<file path="config.mk">
export PLATFORM = sky130hd
export DESIGN_NAME = instr_fetch_unit
export DESIGN_NICKNAME = d
export VERILOG_FILES = /design/src/rtl/instr_fetch_unit.sv
export SDC_FILE = /design/constraint.sdc
export NUM_CORES = 1
export LEC_CHECK = 0
export CAP_MARGIN = 20
export CORE_MARGIN = 2
export CORE_UTILIZATION = 45
export DETAILED_ROUTE_END_ITERATION = 8
export GPL_ROUTABILITY_DRIVEN = 0
export GPL_TIMING_DRIVEN = 0
export PLACE_DENSITY = 0.81
export SLEW_MARGIN = 20
export SYNTH_ARGS = -nofsm -noshare
export SYNTH_HDL_FRONTEND = slang
export SYNTH_SLANG_ARGS = --single-unit
</file>
<file path="constraint.sdc">
create_clock -name clock -period 4.2 [get_ports clock]
set_input_delay 0.63 -clock clock [delete_from_list [all_inputs] [get_ports clock]]
set_output_delay 0.63 -clock clock [all_outputs]
set_load 0.005 [all_outputs]
</file>
<file path="src/rtl/instr_fetch_unit.sv">
// instr_fetch_unit: LEGv8 fetch stage holding the PC, fetching over req/ack into an instruction register
module instr_fetch_unit #(
    parameter int              PC_W     = 64,
    parameter logic [PC_W-1:0] PC_RESET = '0,
    parameter int              CNT_W    = 32
) (
    input  logic             clock,
    input  logic             reset,
    input  logic [1:0]       ps,
    input  logic [PC_W-1:0]  k,
    input  logic [PC_W-1:0]  reg_target,
    input  logic             instr_taken,
    output logic             imem_req,
    output logic [PC_W-1:0]  imem_addr,
    input  logic             imem_ack,
    input  logic [31:0]      imem_rdata,
    output logic [31:0]      instr,
    output logic             instr_valid,
    output logic [PC_W-1:0]  pc,
    output logic [PC_W-1:0]  pc_plus4,
    output logic             misalign,
    output logic [CNT_W-1:0] instr_count
);
    typedef enum logic [1:0] {BOOT, FETCH, ISSUE} state_t;
    state_t           r_state, w_next;
    logic [PC_W-1:0]  r_pc, w_pc_next, w_pc_plus4;
    logic [31:0]      r_instr;
    logic             r_misalign, w_retire;
    logic [CNT_W-1:0] r_count;
    always_ff @(posedge clock) begin
        if (reset) r_state <= BOOT;
        else       r_state <= w_next;
    end
    always_comb begin
        w_next = r_state;
        w_next = (r_state == BOOT)  ? FETCH :
                 (r_state == FETCH) ? (imem_ack ? ISSUE : FETCH) :
                 (instr_taken ? FETCH : ISSUE);
    end
    assign w_retire   = (r_state == ISSUE) && instr_taken;
    assign w_pc_plus4 = r_pc + PC_W'(4);
    // k counts words, so the byte offset is k<<2; BR targets are forced word-aligned
    assign w_pc_next  = (ps == 2'b00) ? r_pc :
                        (ps == 2'b01) ? w_pc_plus4 :
                        (ps == 2'b10) ? r_pc + {k[PC_W-3:0], 2'b00} :
                                        {reg_target[PC_W-1:2], 2'b00};
    always_ff @(posedge clock) begin
        if (reset) begin
            r_pc       <= PC_RESET;
            r_instr    <= 32'h0;
            r_misalign <= 1'b0;
            r_count    <= '0;
        end else begin
            if (r_state == FETCH && imem_ack) r_instr <= imem_rdata;
            if (w_retire) begin
                r_pc    <= w_pc_next;
                r_count <= r_count + CNT_W'(1);
                if (ps == 2'b11 && |reg_target[1:0]) r_misalign <= 1'b1;
            end
        end
    end
    assign imem_req    = (r_state == FETCH);
    assign imem_addr   = r_pc;
    assign instr       = r_instr;
    assign instr_valid = (r_state == ISSUE);
    assign pc          = r_pc;
    assign pc_plus4    = w_pc_plus4;
    assign misalign    = r_misalign;
    assign instr_count = r_count;
endmodule

</file>
# == Yosys cells after proc, flatten, opt, wreduce, memory -nomap -nowiden ==
# Cells that the tools add are included.
# word_totals
word_cells,30
input_bits,166
reg_bits,131
output_inout_bits,259
# classes
n_reduce_logical,9
n_eq_ne,5
addsub,3
n_mux,6
bitwise_logic,1
# ops
operator,count
64-bit 2-to-1 mux,2
"64-bit by 3-bit adder with 64-bit output, second input constant",1
64-bit adder,1
"32-bit by 1-bit adder with 32-bit output, second input constant",1
"2-bit == test, second input constant",3
2-bit 2-to-1 mux,3
"2-bit by 1-bit == test with 1-bit output, second input constant",2
2-bit zero test,2
2-bit AND reduction,2
2-bit OR reduction,2
1-bit logical AND,3
1-bit 2-to-1 mux,1
1-bit inverter,1

# == Longest topological paths before layout ==
# depth
depth_word,3
mapped_depth,12
depth_no_buf,12

# == Least setup slack after synthesis ==
# Ideal clock, no wire load.
# synth_timing
path_kind,input port to flip-flop
startpoint,in k[6]
endpoint,"reg r_pc[53], in the netlist imem_addr[53]"
path_buffers,0
arrival_ps,3187
path_slack_ps,943
required_time_ps,4130
setup_time_ps,70
cell_stages,11
cell_sequence,ha_1 o21a_1 o211ai_1 a31o_2 a2111oi_4 nor3b_1 a311oi_1 o21ai_1 a211oi_1 mux2_2 a21oi_1
# synth_via
elab_chain_len,3
# synth_lines
element,line_no,source
"start, declared",10,"input logic [PC_W-1:0] k,"
64-bit adder,45,"(ps == 2'b10) ? r_pc + {k[PC_W-3:0], 2'b00} :"
64-bit 2-to-1 mux,45,
64-bit 2-to-1 mux,44,(ps == 2'b01) ? w_pc_plus4 :
"end signal, assigned",56,r_pc <= w_pc_next;
"end, declared",26,"logic [PC_W-1:0] r_pc, w_pc_next, w_pc_plus4;"
# No other way between the ends.
# A chain may end at the register's enable or synchronous reset.

# == Worst setup path in the final report ==
# layout_timing
startpoint,"reg r_pc[22], in the netlist imem_addr[22]"
endpoint,out pc_plus4[63]
# layout_via
elab_chain_len,1
# layout_lines
element,line_no,source
64-bit by 3-bit adder with 64-bit output,41,assign w_pc_plus4 = r_pc + PC_W'(4);
"end, declared",20,"output logic [PC_W-1:0] pc_plus4,"
# No other way between the ends.

==> run summary <==
met2 is the most crowded layer. STA classifies the critical path endpoint as a primary output. The tools report the gate count of the mapped netlist as 1,573.

The critical path in this run is classified as reg2out. The fraction of synthesized cell area taken by the top area cell type is 0.2240, and the count of input and output buffers is 413. The via density per instance is 6.116, and the number of slew-limit violations in the final report is 0. The number of filler instances in the final layout is 2,111, and the area of the die is 26,920 um2. Entering global routing, the biggest net connects 17 pins. For the pin with the worst max-slew slack, the measured transition is 1.118 ns. The H-tree generated during clock tree synthesis spans 4 levels.

The analysis attributes to net switching a power of 1.079 mW. The fraction of met3 tracks used by global routing was 0.08611; the final hold violation count was 0. The run gives 6.847 nW as the total leakage power. The fraction of synthesis flops using an asynchronous set or reset pin came out at 0. The number of setup violations in the final report is 1, and the clock-pin slew on the worst setup and hold paths is 0.06 ns.

The first global-routing pass estimated 78,310 um of wire. The ratio of final minimum period to clock period was 1.003; the arrival time of data at the critical path endpoint was 3.58 ns. Dividing the detail-routed wire length by the instance count gives 22.31 um. The tools report the endpoint of the worst setup timing path as pc_plus4[63]. Counting tap cells, the placed design contains a total of 2,321 instances. The kind of launch point of the worst setup path was a register. At the worst endpoint, the required time is 3.57 ns. After synthesis, the mean cell area works out to 7.330 um2. The wire-length estimate of the detail-placed layout is 39,640 um. The worst-case IR drop observed on VDD is 0.2616 mV. The share of total power consumed by net switching works out to 0.2990. Power density over the cells: 212.4 nW/um2. The number of flops mapped to enable cells by yosys came out at 0. On the critical path, the stage with the largest delay is an instance of clkdlybuf4s50_1. The tightest min-delay check is of the reg2reg type. Counting flops and latches in the post-synthesis netlist gives 129. The logs give 2,371 for the final cell count without fillers and 2 for the number of buffers between clock root and the deepest sink.

The combined area of all synthesized cells is 11,530 um2. For the final database, setup skew stands at 0.01217 ns. The logs give 0.210 for the part of the power in combinational logic and 2,256 for the net count reported at finish.

The minimum setup slack among reg-to-reg paths was 0.24 ns; the post-synthesis to final-layout area growth was 47.40%. The tools report the post-route standard cell area excluding fillers as 17,000 um2. The met1 routing resource usage after global routing was 0.4749; the via count of the first global-routing pass was 13,760.

The worst register-to-register path ends at imem_addr[62]. Yosys mapped the design onto 89 distinct sky130hd cell types. The peak per-stage delay on the critical path was 0.54 ns.

Walking the worst path, the cells encountered are nand2_1 -> nor3_4 -> nand4_4 -> nor4_4 -> nand2_2 -> or4_4 -> xnor2_2 -> clkdlybuf4s50_1. The number of cells on the worst reg-to-reg path came out at 12. TritonCTS built the clock tree. The internal portion of the total power is 2.530 mW.

For this block, the routed nets add up to 52,890 um of wire. Remaining global-route overflow: 0. The total iterations of the first detailed-routing run is 9. For the placed standard-cell area, the log shows 16,100 um2.

In this run the clock root is driven by a clkbuf_16. Summing over every cut layer, the via total after detailed routing is 14,500. The worst register-to-register path begins at imem_addr[2]. The global routing usage summed across all routing layers is 0.3790, and the horizontal die dimension is 164.1 um. The tools report the sequential cell fraction of total power as 0.356.

The tools report the part of the power in the clock network as 0.435. The logs give 9 for the post-detailed-route DRC marker count and 0.5901 for the met2 demand-to-capacity share in global routing. TritonCTS sink count: 129. For the worst path setup slack after routing, the log shows -0.01203 ns. Dominant synthesized flop cell: dfxtp_1. Summing internal, switching and leakage power gives 3.610 mW.

The run gives 237.4 MHz as the achievable clock frequency. Setup repair after global routing could not meet its margin everywhere. The total CTS buffers came out at 17. The logs give 0.2240 for the sequential cell area fraction in the yosys report and 0 for the max-capacitance violation count. The run finished, with violations left.

The floorplan die height was 164.1 um. The fraction of the core area covered by cells at the end of the flow was 0.6749; the largest driver fanout on the critical path was 9. The initial core utilization is 0.4579. The commonest cells after synthesis are nand2_1 (219), a21oi_1 (162), nor2_1 (160).

For this block, the initial DRC count from the detailed router was 2,009. Cell type contributing the most total cell area after synthesis: dfxtp_1. The clock period minus final worst setup slack works out to 4.212 ns.

For the synthesis warning total, the log shows 0. The initial antenna violation count was 2. The final reports fail on design-rule violations, negative setup slack.

The floorplan has 58 rows. Beginning of the critical path: imem_addr[22]. nand2_1 is the most common cell in the netlist. The fraction of layout cells with a size suffix above 1 came out at 0.1050. The core region is 25,180 um2. Pin placement for this block handled 425 I/O pins. In this run the remaining antenna-violating nets after routing total 0.

The worst slew margin relative to its limit came out at 0.2549. Ranked by total cell area, the synthesized netlist is headed by dfxtp_1 (22%), nand2_1 (7.1%), a21oi_1 (7.0%). For the clock latency on the worst-skew pair, the log shows 0.43 ns.
-- critical path: cells and delay by family (launching register included) --
family,cells,cell delay (ns)
buffers and inverters,1,0.54
and+or+nand+nor,6,1.88
xor gates and xnor gates,1,0.21
DFF,1,0.52
-- flip-flops by register name, indices dropped and copies added, names as in the netlist --
name / flops
r_state: 2
misalign: 1
instr: 32
imem_addr: 62
instr_count: 32
-- cell usage in the layout, fill, tap and decap left out, drive strengths merged, types with 29 or more instances in the layout --
| cell type | netlist | layout |
|---|---|---|
| inv | 21 | 29 |
| a21o | 42 | 42 |
| nand2 | 220 | 220 |
| nand3 | 49 | 49 |
| o21ai | 81 | 81 |
| nor2 | 160 | 160 |
| clkdlybuf4s50 | 0 | 412 |
| ha | 63 | 63 |
| clkbuf | 64 | 82 |
| nand4 | 35 | 35 |
| dfxtp | 129 | 129 |
| buf | 85 | 101 |
| xor2 | 62 | 62 |
| xnor2 | 74 | 74 |
| a21oi | 164 | 164 |
| nor3 | 33 | 33 |
-- metrics by stage --
stage	hold WS, ns	worst slack, ns	TNS (ns)
floorplan	0.4527	0.9434	0
global placement	0.4419	-0.5315	-3.141
detailed placement	0.4457	-0.5391	-3.110
CTS	0.4549	-0.008576	-0.01470
global route	0.4735	-0.06472	-0.07527
finish	0.4546	-0.01203	-0.01203
-- cell families (layout without fill, tap and decap cells) --
| family | after synthesis | after routing | share of synthesized area |
|---|---|---|---|
| flops | 129 | 129 | 0.2240 |
| mux | 31 | 31 | 0.02756 |
| compound gates | 452 | 452 | 0.2544 |
| buf+inv | 171 | 632 | 0.08128 |
| other cells | 1 | 8 | 0.0003252 |
| fa+ha+maj | 64 | 64 | 0.07010 |
| simple gates | 589 | 589 | 0.2384 |
| xor+xnor | 136 | 136 | 0.1040 |
-- repair_timing --
item	CTS	global route
setup endpoints to repair	30	9
hold buffers	0	0
gates resized for setup	26	24
buffers inserted	9	7
pin swaps	7	4
-- per-layer routing --
metal | part of all wire | up-vias
li1 | - | 6496
met1 | 0.37 | 6652
met2 | 0.44 | 1101
met3 | 0.12 | 251
met4 | 0.065 | 0
met5 | 0 | -
-- power groups by stage --
stage	logic, mW	registers [mW]	clock network [mW]
3_3_place_gp	0.722	1.31	0
5_1_grt	0.804	1.29	1.63
2_1_floorplan	0.353	1.30	0
3_5_place_dp	0.731	1.31	0
6_report	0.758	1.28	1.57
4_1_cts	0.736	1.28	1.57
-- how the worst min path moves through the flow --
stage / start / to / cells past startpoint
after global routing: instr[16] / instr[16] / 2
final: instr[8] / instr[8] / 2
after CTS: instr[27] / instr[27] / 2
after global placement: instr[17] / instr[17] / 2
after detailed placement: instr[27] / instr[27] / 2
after floorplan: instr[0] / instr[0] / 2
-- layout make-up --
class,count,area [um2],share of cell area
Antenna cell,2,5.005,0.0002945
Buffer,149,860.8,0.05065
Clock buffer,18,439.2,0.02584
Clock inverter,14,166.4,0.009792
Inverter,22,82.58,0.004859
Multi-Input combinational cell,1278,8164,0.4804
Sequential cell,129,2608,0.1534
Tap cell,330,412.9,0.02430
Timing Repair Buffer,429,4257,0.2505
Note: power is estimated with default switching activity, not from simulation.
